--- config.mk ---
export PLATFORM = sky130hd
export DESIGN_NAME = sens_frame_packer
export DESIGN_NICKNAME = d
export VERILOG_FILES = /design/src/rtl/dfe_pkg.sv /design/src/rtl/sens_stage_fifo.sv /design/src/rtl/sens_frame_packer.sv
export SDC_FILE = /design/constraint.sdc
export NUM_CORES = 1
export LEC_CHECK = 0
export CAP_MARGIN = 30
export CORE_ASPECT_RATIO = 0.75
export CORE_MARGIN = 10
export CORE_UTILIZATION = 55
export CTS_CLUSTER_DIAMETER = 50
export CTS_CLUSTER_SIZE = 12
export DETAILED_ROUTE_END_ITERATION = 10
export PLACE_DENSITY = 0.77
export REMOVE_ABC_BUFFERS = 1
export SYNTH_ARGS = -nofsm -noshare
export SYNTH_HDL_FRONTEND = slang
export SYNTH_HIERARCHICAL = 1
export SYNTH_SLANG_ARGS = --single-unit
export TNS_END_PERCENT = 20
--- constraint.sdc ---
create_clock -name clk -period 3 [get_ports clk]
set_clock_uncertainty 0.05 [all_clocks]
set_input_delay 0.6 -clock clk [delete_from_list [all_inputs] [get_ports clk]]
set_output_delay 0.6 -clock clk [all_outputs]
set_load 0.005 [all_outputs]
--- src/rtl/dfe_pkg.sv ---
// Shared types and constants for the sensor frame packer.
// Header byte layout: {tag nibble, sequence nibble}.
package dfe_pkg;

    typedef enum logic [1:0] {
        ST_IDLE = 2'd0,
        ST_HDR  = 2'd1,
        ST_DATA = 2'd2,
        ST_CSUM = 2'd3
    } pack_state_t;

    localparam int TAG_W    = 4;
    localparam int SEQ_W    = 4;
    localparam int BYTE_W   = TAG_W + SEQ_W;
    localparam int CNT_W    = 8;

    localparam logic [TAG_W-1:0] HDR_TAG_DEF = 4'hA;

endpackage

--- src/rtl/sens_stage_fifo.sv ---
// Small staging buffer between sensor capture and the frame FSM.
// Extra pointer MSB distinguishes full from empty; push/pop are pre-qualified by the caller.
module sens_stage_fifo
    import dfe_pkg::*;
#(
    parameter int STAGE_DEPTH = 4,
    parameter int STAGE_AW    = 2
) (
    input  logic              clk,
    input  logic              rst_n,
    input  logic              push,
    input  logic [BYTE_W-1:0] push_data,
    input  logic              pop,
    output logic [BYTE_W-1:0] pop_data,
    output logic              full,
    output logic              empty
);

    logic [BYTE_W-1:0] mem [STAGE_DEPTH];
    logic [STAGE_AW:0] wr_ptr;
    logic [STAGE_AW:0] rd_ptr;

    assign empty    = (wr_ptr == rd_ptr);
    assign full     = (wr_ptr[STAGE_AW] != rd_ptr[STAGE_AW]) &&
                      (wr_ptr[STAGE_AW-1:0] == rd_ptr[STAGE_AW-1:0]);
    assign pop_data = mem[rd_ptr[STAGE_AW-1:0]];

    always_ff @(posedge clk or negedge rst_n) begin
        if (!rst_n) begin
            wr_ptr <= '0;
            rd_ptr <= '0;
        end else begin
            if (push) begin
                wr_ptr <= wr_ptr + 1'b1;
            end
            if (pop) begin
                rd_ptr <= rd_ptr + 1'b1;
            end
        end
    end

    // Storage needs no reset: entries are only read after being written.
    always_ff @(posedge clk) begin
        if (push) begin
            mem[wr_ptr[STAGE_AW-1:0]] <= push_data;
        end
    end

endmodule

--- src/rtl/sens_frame_packer.sv ---
// Packs sensor bytes into {header, FRAME_LEN data bytes, XOR checksum} frames
// for the streaming FIFO, with drop counting when staging overflows.
//
//   state   | meaning
//   IDLE    | no frame open; re-samples enable
//   HDR     | waiting to write header {HDR_TAG, seq}
//   DATA    | moving staged bytes to the FIFO, accumulating XOR
//   CSUM    | waiting to write checksum, then bump seq
module sens_frame_packer
    import dfe_pkg::*;
#(
    parameter int               FRAME_LEN   = 4,
    parameter int               STAGE_DEPTH = 4,
    parameter int               STAGE_AW    = 2,
    parameter logic [TAG_W-1:0] HDR_TAG     = HDR_TAG_DEF
) (
    input  logic        clk,
    input  logic        rst_n,
    input  logic        enable,
    input  logic [7:0]  sens_data,
    input  logic        sens_data_val,
    input  logic        fifo_full,
    output logic        fifo_wr_en,
    output logic [7:0]  fifo_wr_data,
    output logic        overflow,
    input  logic        clr_overflow,
    output logic [7:0]  drop_cnt,
    output logic        busy
);

    pack_state_t       state;
    logic              enable_q;
    logic [CNT_W-1:0]  byte_cnt;
    logic [7:0]        acc;
    logic [SEQ_W-1:0]  seq;

    logic              capture;
    logic              push;
    logic              pop;
    logic              drop;
    logic              stg_full;
    logic              stg_empty;
    logic [7:0]        stg_dout;

    sens_stage_fifo #(
        .STAGE_DEPTH (STAGE_DEPTH),
        .STAGE_AW    (STAGE_AW)
    ) u_stage (
        .clk       (clk),
        .rst_n     (rst_n),
        .push      (push),
        .push_data (sens_data),
        .pop       (pop),
        .pop_data  (stg_dout),
        .full      (stg_full),
        .empty     (stg_empty)
    );

    // A pop on the same edge frees a slot, so a full buffer can still accept.
    assign capture = enable_q && sens_data_val;
    assign pop     = (state == ST_DATA) && !stg_empty && !fifo_full;
    assign push    = capture && (!stg_full || pop);
    assign drop    = capture && stg_full && !pop;
    assign busy    = (state != ST_IDLE) || !stg_empty;

    always_ff @(posedge clk or negedge rst_n) begin
        if (!rst_n) begin
            state        <= ST_IDLE;
            enable_q     <= 1'b0;
            byte_cnt     <= '0;
            acc          <= '0;
            seq          <= '0;
            fifo_wr_en   <= 1'b0;
            fifo_wr_data <= '0;
        end else begin
            fifo_wr_en <= 1'b0;
            if (state == ST_IDLE) begin
                enable_q <= enable;
            end
            case (state)
                ST_IDLE: begin
                    // Leaving on the capturing edge keeps the header one cycle behind the sample.
                    if (!stg_empty || push) begin
                        state <= ST_HDR;
                    end
                end
                ST_HDR: begin
                    if (!fifo_full) begin
                        fifo_wr_en   <= 1'b1;
                        fifo_wr_data <= {HDR_TAG, seq};
                        acc          <= '0;
                        byte_cnt     <= CNT_W'(FRAME_LEN - 1);
                        state        <= ST_DATA;
                    end
                end
                ST_DATA: begin
                    if (pop) begin
                        fifo_wr_en   <= 1'b1;
                        fifo_wr_data <= stg_dout;
                        acc          <= acc ^ stg_dout;
                        if (byte_cnt == '0) begin
                            state <= ST_CSUM;
                        end else begin
                            byte_cnt <= byte_cnt - 1'b1;
                        end
                    end
                end
                ST_CSUM: begin
                    if (!fifo_full) begin
                        fifo_wr_en   <= 1'b1;
                        fifo_wr_data <= acc;
                        seq          <= seq + SEQ_W'(1);
                        state        <= ST_IDLE;
                    end
                end
                default: state <= ST_IDLE;
            endcase
        end
    end

    // Clear takes priority, but a drop on the same edge is still recorded.
    always_ff @(posedge clk or negedge rst_n) begin
        if (!rst_n) begin
            overflow <= 1'b0;
            drop_cnt <= '0;
        end else if (clr_overflow) begin
            overflow <= drop;
            drop_cnt <= drop ? 8'd1 : 8'd0;
        end else if (drop) begin
            overflow <= 1'b1;
            if (drop_cnt != 8'hFF) begin
                drop_cnt <= drop_cnt + 8'd1;
            end
        end
    end

endmodule

==> impl_results.md <==
* Min Tclk post-route at 2.71 ns
* Fin. Hold Viols at 0
* Post-Layout Cell Count at 422
* Switching share of power at 0.344
* MaxCap Viol Count at 0
* Cell Area, Synth at 0.00370 mm^2
* Unrepaired setup endpoints after global routing: false
* Final layout net count at 364
* Post-synth top flop: dfrtp_1
* Post-Syn Area per Cell at 12.6 um^2
* Async S/R FF share, synth at 0.595
* Die Y at 91.0 um
* Clock sink total at 79
* Largest stage delay on the critical path at 0.46 ns
* # rows at 25
* Sw power at 1.45 mW
* CORE AREA at 0.00641 mm^2
* Worst skew pair latency at 0.36 ns
* Worst setup EP type: output pin
* CTS tree: yes
* Detail Route Antenna Nets at 0
* GPL Wtd Cong at 0.811
* Die area at 0.0104 mm^2
* Maximum clock rate at 369 MHz
* Startpoint types: flop
* Yosys cell types at 51
* DR WL/cell at 16.7 um
* Status: completed
* CP Cell Sequence: xnor2_1 > nor3b_1 > buf_4 > nand2_1 > clkdlybuf4s50_1
* P_int at 2.76 mW
* GRT Residual Overflow at 0
* DP Cell Count at 406
* Vias at 2385
* Die width at 115 um
* N_diodes at 0
* Pre-antenna DRT Iters at 4
* Post-CTS setup buffer count at 0
* Post-synthesis cell count at 294
* Final max-slew violation count at 0
* CP required at 2.35 ns
* Vias in the first global route at 2355
* Setup CP Type: flop to output pin
* Detailed Route WL at 7040 um
* First-pass GRT wire length at 11900 um
* Initial antenna violation count at 0
* Worst R2R Path Depth at 8
* DR DRC count at 0
* Share of layout cells above drive strength 1 at 0.158
* Post-CTS sizing at 0
* Vias per cell at 5.65
* Largest net degree at the start of global routing at 27
* Seq/Total Area, Yosys at 0.578
* CP Data Arrival Time at 2.06 ns
* Power per Cell Area at 962 mW/mm^2
* Final Setup Violations at 0
* Fin crit share at 0.903
* Slowest cell on crit path: clkdlybuf4s50_1
* Worst hold path type: input port to asynchronous set/reset pin
* Comb power frac at 0.385
* GRT Overall Usage at 0.143
* Leak pwr at 1.77 nW
* Clock power frac at 0.219
* Root Buffer: clkbuf_8
* Seq cells post-synth at 79
* Total negative slack at 0 ns
* DP HPWL at 5030 um
* Final hold slack at 0.178 ns
* Number of flops mapped to enable cells by yosys at 32
* Max-slew headroom at 0.586
* H-Tree Depth at 3
* I/O Buffers at 32
* Reg power frac at 0.395
* Post-CTS Hold Fix Bufs at 0
* Initial DRC Count at 122
* CTS buffer count at 9
* # fillers at 453
* Area Growth Syn to Fin at 18.1%
* Worst Max-Slew Pin Slew at 0.614 ns
* Clock slew seen by the registers of the worst setup and hold paths at 0.09 ns
* VDD IR-drop max at 0.452 mV
* Worst Path Max Fanout at 4
* Tot Pwr at 4.20 mW
* YS warnings at 6
* Clk buf depth at 2
* Top-Level Pins at 33
* Initial core utilization at 0.577
## state kept, by name (all words and copies together) (netlist names)
register and cells:
overflow 1, state 2, byte_cnt 8, u_stage/rd_ptr 3
fifo_wr_en 1, drop_cnt 8, fifo_wr_data 8, u_stage/wr_ptr 3
acc 8, seq 4, enable_q 1, u_stage/mem 32
## synthesized netlist by cell type (all sizes together) (2+ instances only)
cell type	n	area, um^2
mux2i	3	30.0
a21oi	7	35.0
buf	4	25.0
or4	3	26.3
and2	5	31.3
nand2	29	109
or3	3	18.8
a211oi	2	20.0
dfrtp	47	1180
nor4	4	25.0
edfxtp	32	961
ha	14	175
nor2b	4	25.0
o31a	2	17.5
clkbuf	6	22.5
a22oi	8	60.1
xnor2	4	35.0
xor2	14	123
mux2	13	146
nand4	3	18.8
inv	10	37.5
or4b	2	23.8
or2	3	18.8
a22o	2	17.5
nor2	20	75.1
o21ai	14	70.1
nand3	3	15.0
nor3	9	45.0
mux4	8	180
o31ai	2	15.0
## layout make-up
cell class                      count  area [um^2]  area share
Clock inverter                      7          109      0.0249
Multi-Input combinational cell    195         1480       0.338
Sequential cell                    79         2140       0.489
Clock buffer                        9          124      0.0284
Inverter                           10         37.5     0.00860
Tap cell                           81          101      0.0232
Timing Repair Buffer               41          383      0.0877
## layout by cell type (no fill, tap or decap), drive strengths merged, types with 3 or more instances in the layout
master	synthesis	layout
inv	10	15
clkdlybuf4s50	0	31
mux2i	3	3
nand3	3	3
nand4	3	3
nor4	4	4
mux4	8	8
or3	3	3
xnor2	4	4
buf	4	10
edfxtp	32	32
ha	14	14
nor2	20	20
nand2	29	29
mux2	13	13
or2	3	3
xor2	14	14
clkbuf	6	9
a22oi	8	8
dfrtp	47	47
or4	3	3
a21oi	7	7
and2	5	5
o21ai	14	14
nor3	9	9
nor2b	4	4
## power groups by stage
stage / Clock [mW] / Sequential (mW) / Combinational [mW]
6_report: 0.921 / 1.66 / 1.62
5_1_grt: 0.994 / 1.70 / 1.82
4_1_cts: 0.939 / 1.66 / 1.63
3_5_place_dp: 0 / 1.68 / 1.63
3_3_place_gp: 0 / 1.67 / 1.59
2_1_floorplan: 0 / 1.68 / 1.07
## per-layer routing
layer	wire, um	vias up	track usage
met3	351	9	0.0585
li1	-	1154	-
met5	0	-	0
met4	102	0	0.0458
met2	3050	51	0.199
met1	3530	1171	0.199
## critical path, delay by kind of cell (launching register included)
| kind | cells | cell delay (ns) |
|---|---|---|
| XOR/XNOR | 1 | 0.24 |
| AND/OR/NAND/NOR | 2 | 0.40 |
| flip-flops | 1 | 0.41 |
| buffers and inverters | 2 | 0.65 |
## per-stage QoR
| stage | setup WS, ns | area (um^2) | utilization |
|---|---|---|---|
| after floorplan | 0.278 | 3650 | - |
| after global placement | 0.392 | 4130 | 0.645 |
| after detailed placement | 0.304 | 4130 | 0.645 |
| after CTS | 0.257 | 4370 | 0.681 |
| after global routing | 0.117 | 4370 | 0.681 |
| final | 0.290 | 4370 | 0.681 |
## kinds of logic after synthesis
| family | after synthesis | synth area share |
|---|---|---|
| adder cells (fa/ha/maj) | 14 | 0.0474 |
| multiplexers | 24 | 0.0964 |
| buffers and inverters | 20 | 0.0230 |
| XOR/XNOR | 18 | 0.0426 |
| AO/OA/AOI/OAI | 45 | 0.0816 |
| flip-flops | 79 | 0.578 |
| AND/OR/NAND/NOR | 94 | 0.131 |
## path summary, 6_finish.rpt
check	slack, ns	end	start
setup / recovery	0.29	busy	u_stage/wr_ptr[2]
hold / removal	0.18	fifo_wr_data[5]	rst_n
setup reg to reg	0.53	drop_cnt[5]	u_stage/wr_ptr[2]
hold reg to reg	0.43	seq[3]	seq[3]
max in group asynchronous	2.01	acc[2]	rst_n
min in group clk	0.43	seq[3]	seq[3]
Note: power is estimated with default switching activity, not from simulation.
